==> src/rtl/tl_a_arbiter_2to1_if.sv <==
// TileLink A/D channel bundle shared by both arbiter master ports and the slave port.
// The master modport drives the A channel and consumes the D channel; the slave modport is the reverse.
interface tl_a_arbiter_2to1_if #(
  parameter int SIZE_W     = 3,
  parameter int SOURCE_W   = 4,
  parameter int ADDR_W     = 32,
  parameter int DATA_BYTES = 4,
  parameter int SINK_W     = 2
);
  logic                    a_valid;
  logic                    a_ready;
  logic [2:0]              a_opcode;
  logic [2:0]              a_param;
  logic [SIZE_W-1:0]       a_size;
  logic [SOURCE_W-1:0]     a_source;
  logic [ADDR_W-1:0]       a_address;
  logic [DATA_BYTES-1:0]   a_mask;
  logic [DATA_BYTES*8-1:0] a_data;

  logic                    d_valid;
  logic                    d_ready;
  logic [3:0]              d_opcode;
  logic [1:0]              d_param;
  logic [SIZE_W-1:0]       d_size;
  logic [SOURCE_W-1:0]     d_source;
  logic [SINK_W-1:0]       d_sink;
  logic                    d_denied;
  logic [DATA_BYTES*8-1:0] d_data;

  modport master (
    output a_valid, a_opcode, a_param, a_size, a_source, a_address, a_mask, a_data,
    input  a_ready,
    input  d_valid, d_opcode, d_param, d_size, d_source, d_sink, d_denied, d_data,
    output d_ready
  );

  modport slave (
    input  a_valid, a_opcode, a_param, a_size, a_source, a_address, a_mask, a_data,
    output a_ready,
    output d_valid, d_opcode, d_param, d_size, d_source, d_sink, d_denied, d_data,
    input  d_ready
  );
endinterface

==> src/rtl/tl_a_arbiter_2to1.sv <==
// Two-master TileLink A-channel arbiter, one transaction in flight, D routed back by grant.
// Unsupported opcodes are answered locally with a denied AccessAck.
module tl_a_arbiter_2to1 #(
  parameter int CNT_BITS   = 16,
  parameter int SIZE_W     = 3,
  parameter int SOURCE_W   = 4,
  parameter int ADDR_W     = 32,
  parameter int DATA_BYTES = 4,
  parameter int SINK_W     = 2
) (
  input  logic                  clk,
  input  logic                  rst_n,
  tl_a_arbiter_2to1_if.slave    m0,
  tl_a_arbiter_2to1_if.slave    m1,
  tl_a_arbiter_2to1_if.master   s,
  output logic [CNT_BITS-1:0]   grant_cnt0,
  output logic [CNT_BITS-1:0]   grant_cnt1
);
  localparam logic [2:0] TL_A_PUTFULL    = 3'd0;
  localparam logic [2:0] TL_A_PUTPARTIAL = 3'd1;
  localparam logic [2:0] TL_A_GET        = 3'd4;
  localparam logic [3:0] TL_D_ACCESSACK  = 4'd0;

  typedef enum logic [1:0] {S_IDLE, S_REQ, S_WAIT, S_ERR} state_t;

  state_t                  state;
  logic                    gnt;
  logic                    rr_ptr;
  logic [2:0]              cap_opcode;
  logic [2:0]              cap_param;
  logic [SIZE_W-1:0]       cap_size;
  logic [SOURCE_W-1:0]     cap_source;
  logic [ADDR_W-1:0]       cap_address;
  logic [DATA_BYTES-1:0]   cap_mask;
  logic [DATA_BYTES*8-1:0] cap_data;

  logic win;
  logic accept;
  logic legal;
  logic g_d_ready;

  always_comb begin
    win    = (m0.a_valid && m1.a_valid) ? rr_ptr : m1.a_valid;
    accept = (state == S_IDLE) && (m0.a_valid || m1.a_valid);
    legal  = win ? (m1.a_opcode inside {TL_A_GET, TL_A_PUTFULL, TL_A_PUTPARTIAL})
                 : (m0.a_opcode inside {TL_A_GET, TL_A_PUTFULL, TL_A_PUTPARTIAL});
    g_d_ready = gnt ? m1.d_ready : m0.d_ready;
  end

  assign m0.a_ready = accept && !win;
  assign m1.a_ready = accept && win;

  always_ff @(posedge clk or negedge rst_n) begin
    if (!rst_n) begin
      state       <= S_IDLE;
      gnt         <= 1'b0;
      rr_ptr      <= 1'b0;
      cap_opcode  <= '0;
      cap_param   <= '0;
      cap_size    <= '0;
      cap_source  <= '0;
      cap_address <= '0;
      cap_mask    <= '0;
      cap_data    <= '0;
      grant_cnt0  <= '0;
      grant_cnt1  <= '0;
    end else begin
      case (state)
        S_IDLE: begin
          if (accept) begin
            gnt         <= win;
            cap_opcode  <= win ? m1.a_opcode  : m0.a_opcode;
            cap_param   <= win ? m1.a_param   : m0.a_param;
            cap_size    <= win ? m1.a_size    : m0.a_size;
            cap_source  <= win ? m1.a_source  : m0.a_source;
            cap_address <= win ? m1.a_address : m0.a_address;
            cap_mask    <= win ? m1.a_mask    : m0.a_mask;
            cap_data    <= win ? m1.a_data    : m0.a_data;
            if (win) begin
              if (grant_cnt1 != '1) grant_cnt1 <= grant_cnt1 + CNT_BITS'(1);
            end else begin
              if (grant_cnt0 != '1) grant_cnt0 <= grant_cnt0 + CNT_BITS'(1);
            end
            state <= legal ? S_REQ : S_ERR;
          end
        end
        S_REQ: begin
          if (s.a_ready) state <= S_WAIT;
        end
        S_WAIT: begin
          if (s.d_valid && g_d_ready) begin
            state  <= S_IDLE;
            rr_ptr <= ~gnt;
          end
        end
        S_ERR: begin
          if (g_d_ready) begin
            state  <= S_IDLE;
            rr_ptr <= ~gnt;
          end
        end
        default: state <= S_IDLE;
      endcase
    end
  end

  // Slave A port presents the captured request only while in S_REQ, zero otherwise.
  always_comb begin
    s.a_valid   = (state == S_REQ);
    s.a_opcode  = s.a_valid ? cap_opcode  : '0;
    s.a_param   = s.a_valid ? cap_param   : '0;
    s.a_size    = s.a_valid ? cap_size    : '0;
    s.a_source  = s.a_valid ? cap_source  : '0;
    s.a_address = s.a_valid ? cap_address : '0;
    s.a_mask    = s.a_valid ? cap_mask    : '0;
    s.a_data    = s.a_valid ? cap_data    : '0;
    s.d_ready   = (state == S_WAIT) && g_d_ready;
  end

  logic                    rsp_valid;
  logic [3:0]              rsp_opcode;
  logic [1:0]              rsp_param;
  logic [SIZE_W-1:0]       rsp_size;
  logic [SOURCE_W-1:0]     rsp_source;
  logic [SINK_W-1:0]       rsp_sink;
  logic                    rsp_denied;
  logic [DATA_BYTES*8-1:0] rsp_data;

  always_comb begin
    rsp_valid  = 1'b0;
    rsp_opcode = '0;
    rsp_param  = '0;
    rsp_size   = '0;
    rsp_source = '0;
    rsp_sink   = '0;
    rsp_denied = 1'b0;
    rsp_data   = '0;
    case (state)
      S_WAIT: begin
        if (s.d_valid) begin
          rsp_valid  = 1'b1;
          rsp_opcode = s.d_opcode;
          rsp_param  = s.d_param;
          rsp_size   = s.d_size;
          rsp_source = s.d_source;
          rsp_sink   = s.d_sink;
          rsp_denied = s.d_denied;
          rsp_data   = s.d_data;
        end
      end
      S_ERR: begin
        rsp_valid  = 1'b1;
        rsp_opcode = TL_D_ACCESSACK;
        rsp_denied = 1'b1;
        rsp_size   = cap_size;
        rsp_source = cap_source;
      end
      default: ;
    endcase
  end

  // Response fields are already zero when not valid, so gating by grant is sufficient.
  always_comb begin
    m0.d_valid  = rsp_valid && !gnt;
    m0.d_opcode = gnt ? '0 : rsp_opcode;
    m0.d_param  = gnt ? '0 : rsp_param;
    m0.d_size   = gnt ? '0 : rsp_size;
    m0.d_source = gnt ? '0 : rsp_source;
    m0.d_sink   = gnt ? '0 : rsp_sink;
    m0.d_denied = gnt ? 1'b0 : rsp_denied;
    m0.d_data   = gnt ? '0 : rsp_data;
    m1.d_valid  = rsp_valid && gnt;
    m1.d_opcode = gnt ? rsp_opcode : '0;
    m1.d_param  = gnt ? rsp_param  : '0;
    m1.d_size   = gnt ? rsp_size   : '0;
    m1.d_source = gnt ? rsp_source : '0;
    m1.d_sink   = gnt ? rsp_sink   : '0;
    m1.d_denied = gnt ? rsp_denied : 1'b0;
    m1.d_data   = gnt ? rsp_data   : '0;
  end
endmodule

==> src/flat_wrapper.sv <==
// flat-port wrapper written by rule: the top's interface ports become plain ports
module tl_a_arbiter_2to1_flat 
#(
  parameter int CNT_BITS   = 16,
  parameter int SIZE_W     = 3,
  parameter int SOURCE_W   = 4,
  parameter int ADDR_W     = 32,
  parameter int DATA_BYTES = 4,
  parameter int SINK_W     = 2
)
  (clk, rst_n, grant_cnt0, grant_cnt1, m0_a_valid, m0_a_opcode, m0_a_param, m0_a_size, m0_a_source, m0_a_address, m0_a_mask, m0_a_data, m0_a_ready, m0_d_valid, m0_d_opcode, m0_d_param, m0_d_size, m0_d_source, m0_d_sink, m0_d_denied, m0_d_data, m0_d_ready, m1_a_valid, m1_a_opcode, m1_a_param, m1_a_size, m1_a_source, m1_a_address, m1_a_mask, m1_a_data, m1_a_ready, m1_d_valid, m1_d_opcode, m1_d_param, m1_d_size, m1_d_source, m1_d_sink, m1_d_denied, m1_d_data, m1_d_ready, s_a_valid, s_a_opcode, s_a_param, s_a_size, s_a_source, s_a_address, s_a_mask, s_a_data, s_a_ready, s_d_valid, s_d_opcode, s_d_param, s_d_size, s_d_source, s_d_sink, s_d_denied, s_d_data, s_d_ready);
  tl_a_arbiter_2to1_if #(.SIZE_W(SIZE_W), .SOURCE_W(SOURCE_W), .ADDR_W(ADDR_W), .DATA_BYTES(DATA_BYTES), .SINK_W(SINK_W)) m0_i ();
  tl_a_arbiter_2to1_if #(.SIZE_W(SIZE_W), .SOURCE_W(SOURCE_W), .ADDR_W(ADDR_W), .DATA_BYTES(DATA_BYTES), .SINK_W(SINK_W)) m1_i ();
  tl_a_arbiter_2to1_if #(.SIZE_W(SIZE_W), .SOURCE_W(SOURCE_W), .ADDR_W(ADDR_W), .DATA_BYTES(DATA_BYTES), .SINK_W(SINK_W)) s_i ();
  input  logic clk;
  input  logic rst_n;
  output logic [CNT_BITS-1:0] grant_cnt0;
  output logic [CNT_BITS-1:0] grant_cnt1;
  input wire logic [$bits(m0_i.a_valid)-1:0] m0_a_valid;
  input wire logic [$bits(m0_i.a_opcode)-1:0] m0_a_opcode;
  input wire logic [$bits(m0_i.a_param)-1:0] m0_a_param;
  input wire logic [$bits(m0_i.a_size)-1:0] m0_a_size;
  input wire logic [$bits(m0_i.a_source)-1:0] m0_a_source;
  input wire logic [$bits(m0_i.a_address)-1:0] m0_a_address;
  input wire logic [$bits(m0_i.a_mask)-1:0] m0_a_mask;
  input wire logic [$bits(m0_i.a_data)-1:0] m0_a_data;
  output wire logic [$bits(m0_i.a_ready)-1:0] m0_a_ready;
  output wire logic [$bits(m0_i.d_valid)-1:0] m0_d_valid;
  output wire logic [$bits(m0_i.d_opcode)-1:0] m0_d_opcode;
  output wire logic [$bits(m0_i.d_param)-1:0] m0_d_param;
  output wire logic [$bits(m0_i.d_size)-1:0] m0_d_size;
  output wire logic [$bits(m0_i.d_source)-1:0] m0_d_source;
  output wire logic [$bits(m0_i.d_sink)-1:0] m0_d_sink;
  output wire logic [$bits(m0_i.d_denied)-1:0] m0_d_denied;
  output wire logic [$bits(m0_i.d_data)-1:0] m0_d_data;
  input wire logic [$bits(m0_i.d_ready)-1:0] m0_d_ready;
  input wire logic [$bits(m1_i.a_valid)-1:0] m1_a_valid;
  input wire logic [$bits(m1_i.a_opcode)-1:0] m1_a_opcode;
  input wire logic [$bits(m1_i.a_param)-1:0] m1_a_param;
  input wire logic [$bits(m1_i.a_size)-1:0] m1_a_size;
  input wire logic [$bits(m1_i.a_source)-1:0] m1_a_source;
  input wire logic [$bits(m1_i.a_address)-1:0] m1_a_address;
  input wire logic [$bits(m1_i.a_mask)-1:0] m1_a_mask;
  input wire logic [$bits(m1_i.a_data)-1:0] m1_a_data;
  output wire logic [$bits(m1_i.a_ready)-1:0] m1_a_ready;
  output wire logic [$bits(m1_i.d_valid)-1:0] m1_d_valid;
  output wire logic [$bits(m1_i.d_opcode)-1:0] m1_d_opcode;
  output wire logic [$bits(m1_i.d_param)-1:0] m1_d_param;
  output wire logic [$bits(m1_i.d_size)-1:0] m1_d_size;
  output wire logic [$bits(m1_i.d_source)-1:0] m1_d_source;
  output wire logic [$bits(m1_i.d_sink)-1:0] m1_d_sink;
  output wire logic [$bits(m1_i.d_denied)-1:0] m1_d_denied;
  output wire logic [$bits(m1_i.d_data)-1:0] m1_d_data;
  input wire logic [$bits(m1_i.d_ready)-1:0] m1_d_ready;
  output wire logic [$bits(s_i.a_valid)-1:0] s_a_valid;
  output wire logic [$bits(s_i.a_opcode)-1:0] s_a_opcode;
  output wire logic [$bits(s_i.a_param)-1:0] s_a_param;
  output wire logic [$bits(s_i.a_size)-1:0] s_a_size;
  output wire logic [$bits(s_i.a_source)-1:0] s_a_source;
  output wire logic [$bits(s_i.a_address)-1:0] s_a_address;
  output wire logic [$bits(s_i.a_mask)-1:0] s_a_mask;
  output wire logic [$bits(s_i.a_data)-1:0] s_a_data;
  input wire logic [$bits(s_i.a_ready)-1:0] s_a_ready;
  input wire logic [$bits(s_i.d_valid)-1:0] s_d_valid;
  input wire logic [$bits(s_i.d_opcode)-1:0] s_d_opcode;
  input wire logic [$bits(s_i.d_param)-1:0] s_d_param;
  input wire logic [$bits(s_i.d_size)-1:0] s_d_size;
  input wire logic [$bits(s_i.d_source)-1:0] s_d_source;
  input wire logic [$bits(s_i.d_sink)-1:0] s_d_sink;
  input wire logic [$bits(s_i.d_denied)-1:0] s_d_denied;
  input wire logic [$bits(s_i.d_data)-1:0] s_d_data;
  output wire logic [$bits(s_i.d_ready)-1:0] s_d_ready;
  assign m0_i.a_valid = m0_a_valid;
  assign m0_i.a_opcode = m0_a_opcode;
  assign m0_i.a_param = m0_a_param;
  assign m0_i.a_size = m0_a_size;
  assign m0_i.a_source = m0_a_source;
  assign m0_i.a_address = m0_a_address;
  assign m0_i.a_mask = m0_a_mask;
  assign m0_i.a_data = m0_a_data;
  assign m0_a_ready = m0_i.a_ready;
  assign m0_d_valid = m0_i.d_valid;
  assign m0_d_opcode = m0_i.d_opcode;
  assign m0_d_param = m0_i.d_param;
  assign m0_d_size = m0_i.d_size;
  assign m0_d_source = m0_i.d_source;
  assign m0_d_sink = m0_i.d_sink;
  assign m0_d_denied = m0_i.d_denied;
  assign m0_d_data = m0_i.d_data;
  assign m0_i.d_ready = m0_d_ready;
  assign m1_i.a_valid = m1_a_valid;
  assign m1_i.a_opcode = m1_a_opcode;
  assign m1_i.a_param = m1_a_param;
  assign m1_i.a_size = m1_a_size;
  assign m1_i.a_source = m1_a_source;
  assign m1_i.a_address = m1_a_address;
  assign m1_i.a_mask = m1_a_mask;
  assign m1_i.a_data = m1_a_data;
  assign m1_a_ready = m1_i.a_ready;
  assign m1_d_valid = m1_i.d_valid;
  assign m1_d_opcode = m1_i.d_opcode;
  assign m1_d_param = m1_i.d_param;
  assign m1_d_size = m1_i.d_size;
  assign m1_d_source = m1_i.d_source;
  assign m1_d_sink = m1_i.d_sink;
  assign m1_d_denied = m1_i.d_denied;
  assign m1_d_data = m1_i.d_data;
  assign m1_i.d_ready = m1_d_ready;
  assign s_a_valid = s_i.a_valid;
  assign s_a_opcode = s_i.a_opcode;
  assign s_a_param = s_i.a_param;
  assign s_a_size = s_i.a_size;
  assign s_a_source = s_i.a_source;
  assign s_a_address = s_i.a_address;
  assign s_a_mask = s_i.a_mask;
  assign s_a_data = s_i.a_data;
  assign s_i.a_ready = s_a_ready;
  assign s_i.d_valid = s_d_valid;
  assign s_i.d_opcode = s_d_opcode;
  assign s_i.d_param = s_d_param;
  assign s_i.d_size = s_d_size;
  assign s_i.d_source = s_d_source;
  assign s_i.d_sink = s_d_sink;
  assign s_i.d_denied = s_d_denied;
  assign s_i.d_data = s_d_data;
  assign s_d_ready = s_i.d_ready;
  tl_a_arbiter_2to1 #(.CNT_BITS(CNT_BITS), .SIZE_W(SIZE_W), .SOURCE_W(SOURCE_W), .ADDR_W(ADDR_W), .DATA_BYTES(DATA_BYTES), .SINK_W(SINK_W)) u_core (.clk(clk), .rst_n(rst_n), .m0(m0_i), .m1(m1_i), .s(s_i), .grant_cnt0(grant_cnt0), .grant_cnt1(grant_cnt1));
endmodule
==> config.mk <==
export PLATFORM = sky130hd
export DESIGN_NAME = tl_a_arbiter_2to1_flat
export DESIGN_NICKNAME = d
export VERILOG_FILES = /design/src/rtl/tl_a_arbiter_2to1_if.sv /design/src/rtl/tl_a_arbiter_2to1.sv /design/src/flat_wrapper.sv
export SDC_FILE = /design/constraint.sdc
export NUM_CORES = 1
export LEC_CHECK = 0
export CAP_MARGIN = 20
export CORE_AREA = 2 2 171 173
export CTS_BUF_LIST = sky130_fd_sc_hd__clkbuf_16
export DETAILED_ROUTE_END_ITERATION = 10
export DIE_AREA = 0 0 173 175
export PLACE_DENSITY_LB_ADDON = 0.08
export SLEW_MARGIN = 10
export SYNTH_ARGS = -nofsm -noshare
export SYNTH_HDL_FRONTEND = slang
export SYNTH_SLANG_ARGS = --single-unit
==> constraint.sdc <==
create_clock -name clk -period 1.7 [get_ports clk]
set_input_delay 0.34 -clock clk [delete_from_list [all_inputs] [get_ports clk]]
set_output_delay 0.34 -clock clk [all_outputs]
set_load 0.05 [all_outputs]
==> key figures <==
Placed design
  • Port Buf Inserts: 432
  • Post-Place Cell Area: about 0.014 sq mm
  • RePlAce Congestion: 0.8394
  • Detailed placer's ending HPWL: 24670 um

Floorplanning
  • Cell Rows: 62
  • Core area: 0.02839 sq mm
  • Area of the die: ~0.030 sq mm
  • Io pins: 433
  • Die span in y: 175 um
  • Initial Util: 0.2207
  • Die width: around 170 um

Clock tree
  • CTS Root Cell: clkbuf_16
  • Worst-path clk slew: 0.06 ns
  • Worst-Skew Late Latency: between 0.4 and 0.5 ns
  • CTS tree: built
  • Sink Count: approximately 120
  • H-tree depth: 4
  • Clock buffers created by TritonCTS: 17
  • Clk buf depth: 2

Timing
  • Final worst slack: -0.4349 ns
  • Final Cycle Share: 1.256
  • Final Max Slew Viols: 0
  • Tightest Pin Transition: approximately 0.47 ns
  • Final setup viols: 224
  • RSZ-0062 raised after global routing: true
  • Fmax: 0.4684 GHz
  • Fin crit period: ~2.1 ns
  • Clock Skew: approximately 0.020 ns
  • Hold Vio Cnt, Final: 0
  • Fin Hold WS: ~0.42 ns
  • Slew margin rel.: 0.6895

Final layout
  • Nets: 1396
  • Share of post-route cells with drive strength above 1: 0.5122
  • Area Growth Syn to Fin: 146.3%
  • Design area: 0.01543 sq mm

Drt
  • Final antenna-violating net count: 0
  • Via count: 7180
  • Vias per inst: 4.562
  • Drt first pass iters: 8
  • DR WL/cell: roughly 21 um
  • Iteration-0 DRC Markers: approximately 580
  • Post-Route WL: approximately 34000 um
  • Drc violations: 0

Synthesis
  • Register area share after synthesis: 0.4673
  • #FFs+latches synth: 117
  • Cell count after synthesis: 657
  • Synth area leaders: dfrtp_1 47%, and2_1 16%, a222oi_1 13%
  • Synth unique cells: between 40 and 50
  • Mapped cell area: 0.006266 sq mm
  • Synth top area share: 0.4673
  • Syn_nets: approximately 900
  • Ys async rst share: 1.000
  • Avg Cell Area, Syn: 9.537 sq um
  • Yosys Warn Count: 0
  • EDFF count, synth: 0
  • Most used DFF post-synth: dfrtp_1
  • Yosys top cell by area: dfrtp_1

Critical path
  • Critical Path Source: u_core.state[1]$_DFFE_PN0P_
  • Critical Path Source Type: flop
  • Ordered cell list for the critical path: nor2b_4 > and3_4 > clkbuf_16 > and2_4 > buf_12
  • Critical Path End Type: output port
  • Delay-heaviest family, CP: simple AND/OR/NAND/NOR gates
  • Reg2Reg Depth: 10
  • Worst path max stage delay: 0.41 ns
  • R2R Path Start: u_core.state[0]$_DFFE_PN0P_
  • CP max FO: 10
  • Critical path's slowest cell: dfrtp_1
  • WP buf/inv: 2
  • Reg-to-Reg End: u_core.grant_cnt1[12]$_DFFE_PN0P_
  • WS Path Type: flop to output port
  • Levels on crit path: 5
  • CP endpoint: m0_d_data[30]
  • Setup slack on the worst flop-to-flop path: -0.15 ns
  • Worst Path Arrival: 1.79 ns
  • Data required, critical path: 1.36 ns

Global route
  • Largest net degree at the start of global routing: 47
  • Global-route wire length before repair: 45780 um
  • Vias in the first global route: 7041
  • Initial antenna violation count: 1
  • Grt total ovfl: 0
  • Global Route Usage Sum: 0.2027

Outcome
  • Failing checks: setup timing
  • Status: complete, but fails checks

Run
  • Max cap viols: 0

Power
  • Pwr dens: 1426 mW/mm^2
  • Leak Pwr: 6.937 nW
  • Maximum vdd ir drop: 1.082 mV
  • Total power: 22.00 mW

Hold path
  • Worst Hold Class: primary input to asynchronous set/reset pin
[worst reg2reg max path: cells and delay by family, from the launching register on]
kind / cells / cell delay, ns
buf+inv: 6 / 0.86
flops: 1 / 0.44
simple gates: 3 / 0.32
xor+xnor: 1 / 0.12
[Yosys cell counts (2+ instances only)]
library cell	count
dfrtp_1	117
and2_1	161
nand2_1	27
o21a_1	4
nor2_1	31
a41oi_1	2
o21ai_2	2
clkbuf_1	33
nand2b_1	2
a22oi_1	7
inv_1	87
a21oi_1	4
nor4_1	2
xor2_1	14
nand3_1	14
o21ai_0	4
and4_1	3
and3_1	4
buf_2	12
nor2b_1	4
a222oi_1	81
nand4_1	3
ha_1	2
nor3_1	6
xnor2_1	14
[kinds of logic (layout without fill, tap and decap cells)]
kind of cell / Yosys count / count (layout) / share of synthesized area
AND/OR/NAND/NOR: 263 / 263 / 0.2392
adder cells (fa/ha/maj): 2 / 2 / 0.003993
buffers and inverters: 134 / 665 / 0.08267
XOR/XNOR: 28 / 28 / 0.03914
AO/OA/AOI/OAI: 111 / 112 / 0.1643
flip-flops: 117 / 117 / 0.4673
other: 0 / 1 / 0
multiplexers: 2 / 2 / 0.003395
[layout make-up]
cell class	instances	area [sq um]
Inverter	88	330.3
Sequential cell	117	2953
Antenna cell	1	2.502
Tap cell	384	480.5
Timing Repair Buffer	545	7465
Clock inverter	15	225.2
Fill cell	2560	12960
Multi-Input combinational cell	407	3552
Clock buffer	17	425.4
[how the worst min path moves through the flow]
stage          slack, ns                                 to
2_1_floorplan       0.04  u_core.cap_address[0]$_DFFE_PN0P_
3_3_place_gp        0.32  u_core.cap_address[7]$_DFFE_PN0P_
3_5_place_dp        0.32  u_core.cap_address[7]$_DFFE_PN0P_
6_report            0.42  u_core.cap_address[7]$_DFFE_PN0P_
5_1_grt             0.44  u_core.cap_address[7]$_DFFE_PN0P_
4_1_cts             0.42  u_core.cap_address[7]$_DFFE_PN0P_
[per-layer routing]
metal,global-route usage,routed length [um],vias up
li1,-,-,3343
met1,0.2267,12750,3509
met2,0.3753,17900,293
met3,0.05657,2209,35
met4,0.05650,748,0
met5,0,0,-
[through the flow]
step | cells | utilization | setup TNS (ns) | setup slack (ns)
final | 1574 | 0.5436 | -72.91 | -0.4349
after floorplan | 657 | - | -2.237 | -0.2971
after global routing | 1573 | 0.5435 | -93.82 | -0.5128
after global placement | 1509 | 0.4900 | -65.39 | -0.5220
after detailed placement | 1509 | 0.4900 | -67.61 | -0.5454
after CTS | 1550 | 0.5210 | -74.51 | -0.4474
[where the power goes]
part | total, mW | internal (mW) | switching [mW]
Sequential | 4.50 | 3.86 | 0.643
Clock | 4.03 | 2.61 | 1.42
Combinational | 13.5 | 6.67 | 6.80
[cell usage in the layout (no fill, tap or decap), types with 5 or more instances in the layout]
master	instances
nor2_4	5
buf_4	96
inv_1	85
dfrtp_2	20
nand3_1	10
nand2_1	22
o21ai_4	6
xor2_1	14
buf_6	17
a222oi_1	81
nor2_2	22
clkdlybuf4s50_1	214
xnor2_1	14
bufinv_16	5
nand2_2	5
nor2_1	5
and2_2	22
clkbuf_16	27
dfrtp_1	97
and2_4	138
buf_12	200
[registers in the layout, summed over array words and instances (netlist names)]
signal	flops
u_core.cap_address	32
u_core.cap_data	32
u_core.cap_mask	4
u_core.cap_opcode	3
u_core.cap_param	3
u_core.cap_size	3
u_core.cap_source	4
u_core.gnt	1
u_core.grant_cnt0	16
u_core.grant_cnt1	16
u_core.rr_ptr	1
u_core.state	2
[what timing repair did]
action,CTS,global route
hold buffers,1,0
gates resized for setup,42,77
pin swaps,18,74
cloned,3,16
setup buffers,6,7
hold endpoints to repair,22,0
endpoints found under the setup margin,198,265
(Power assumes the default switching activity.)
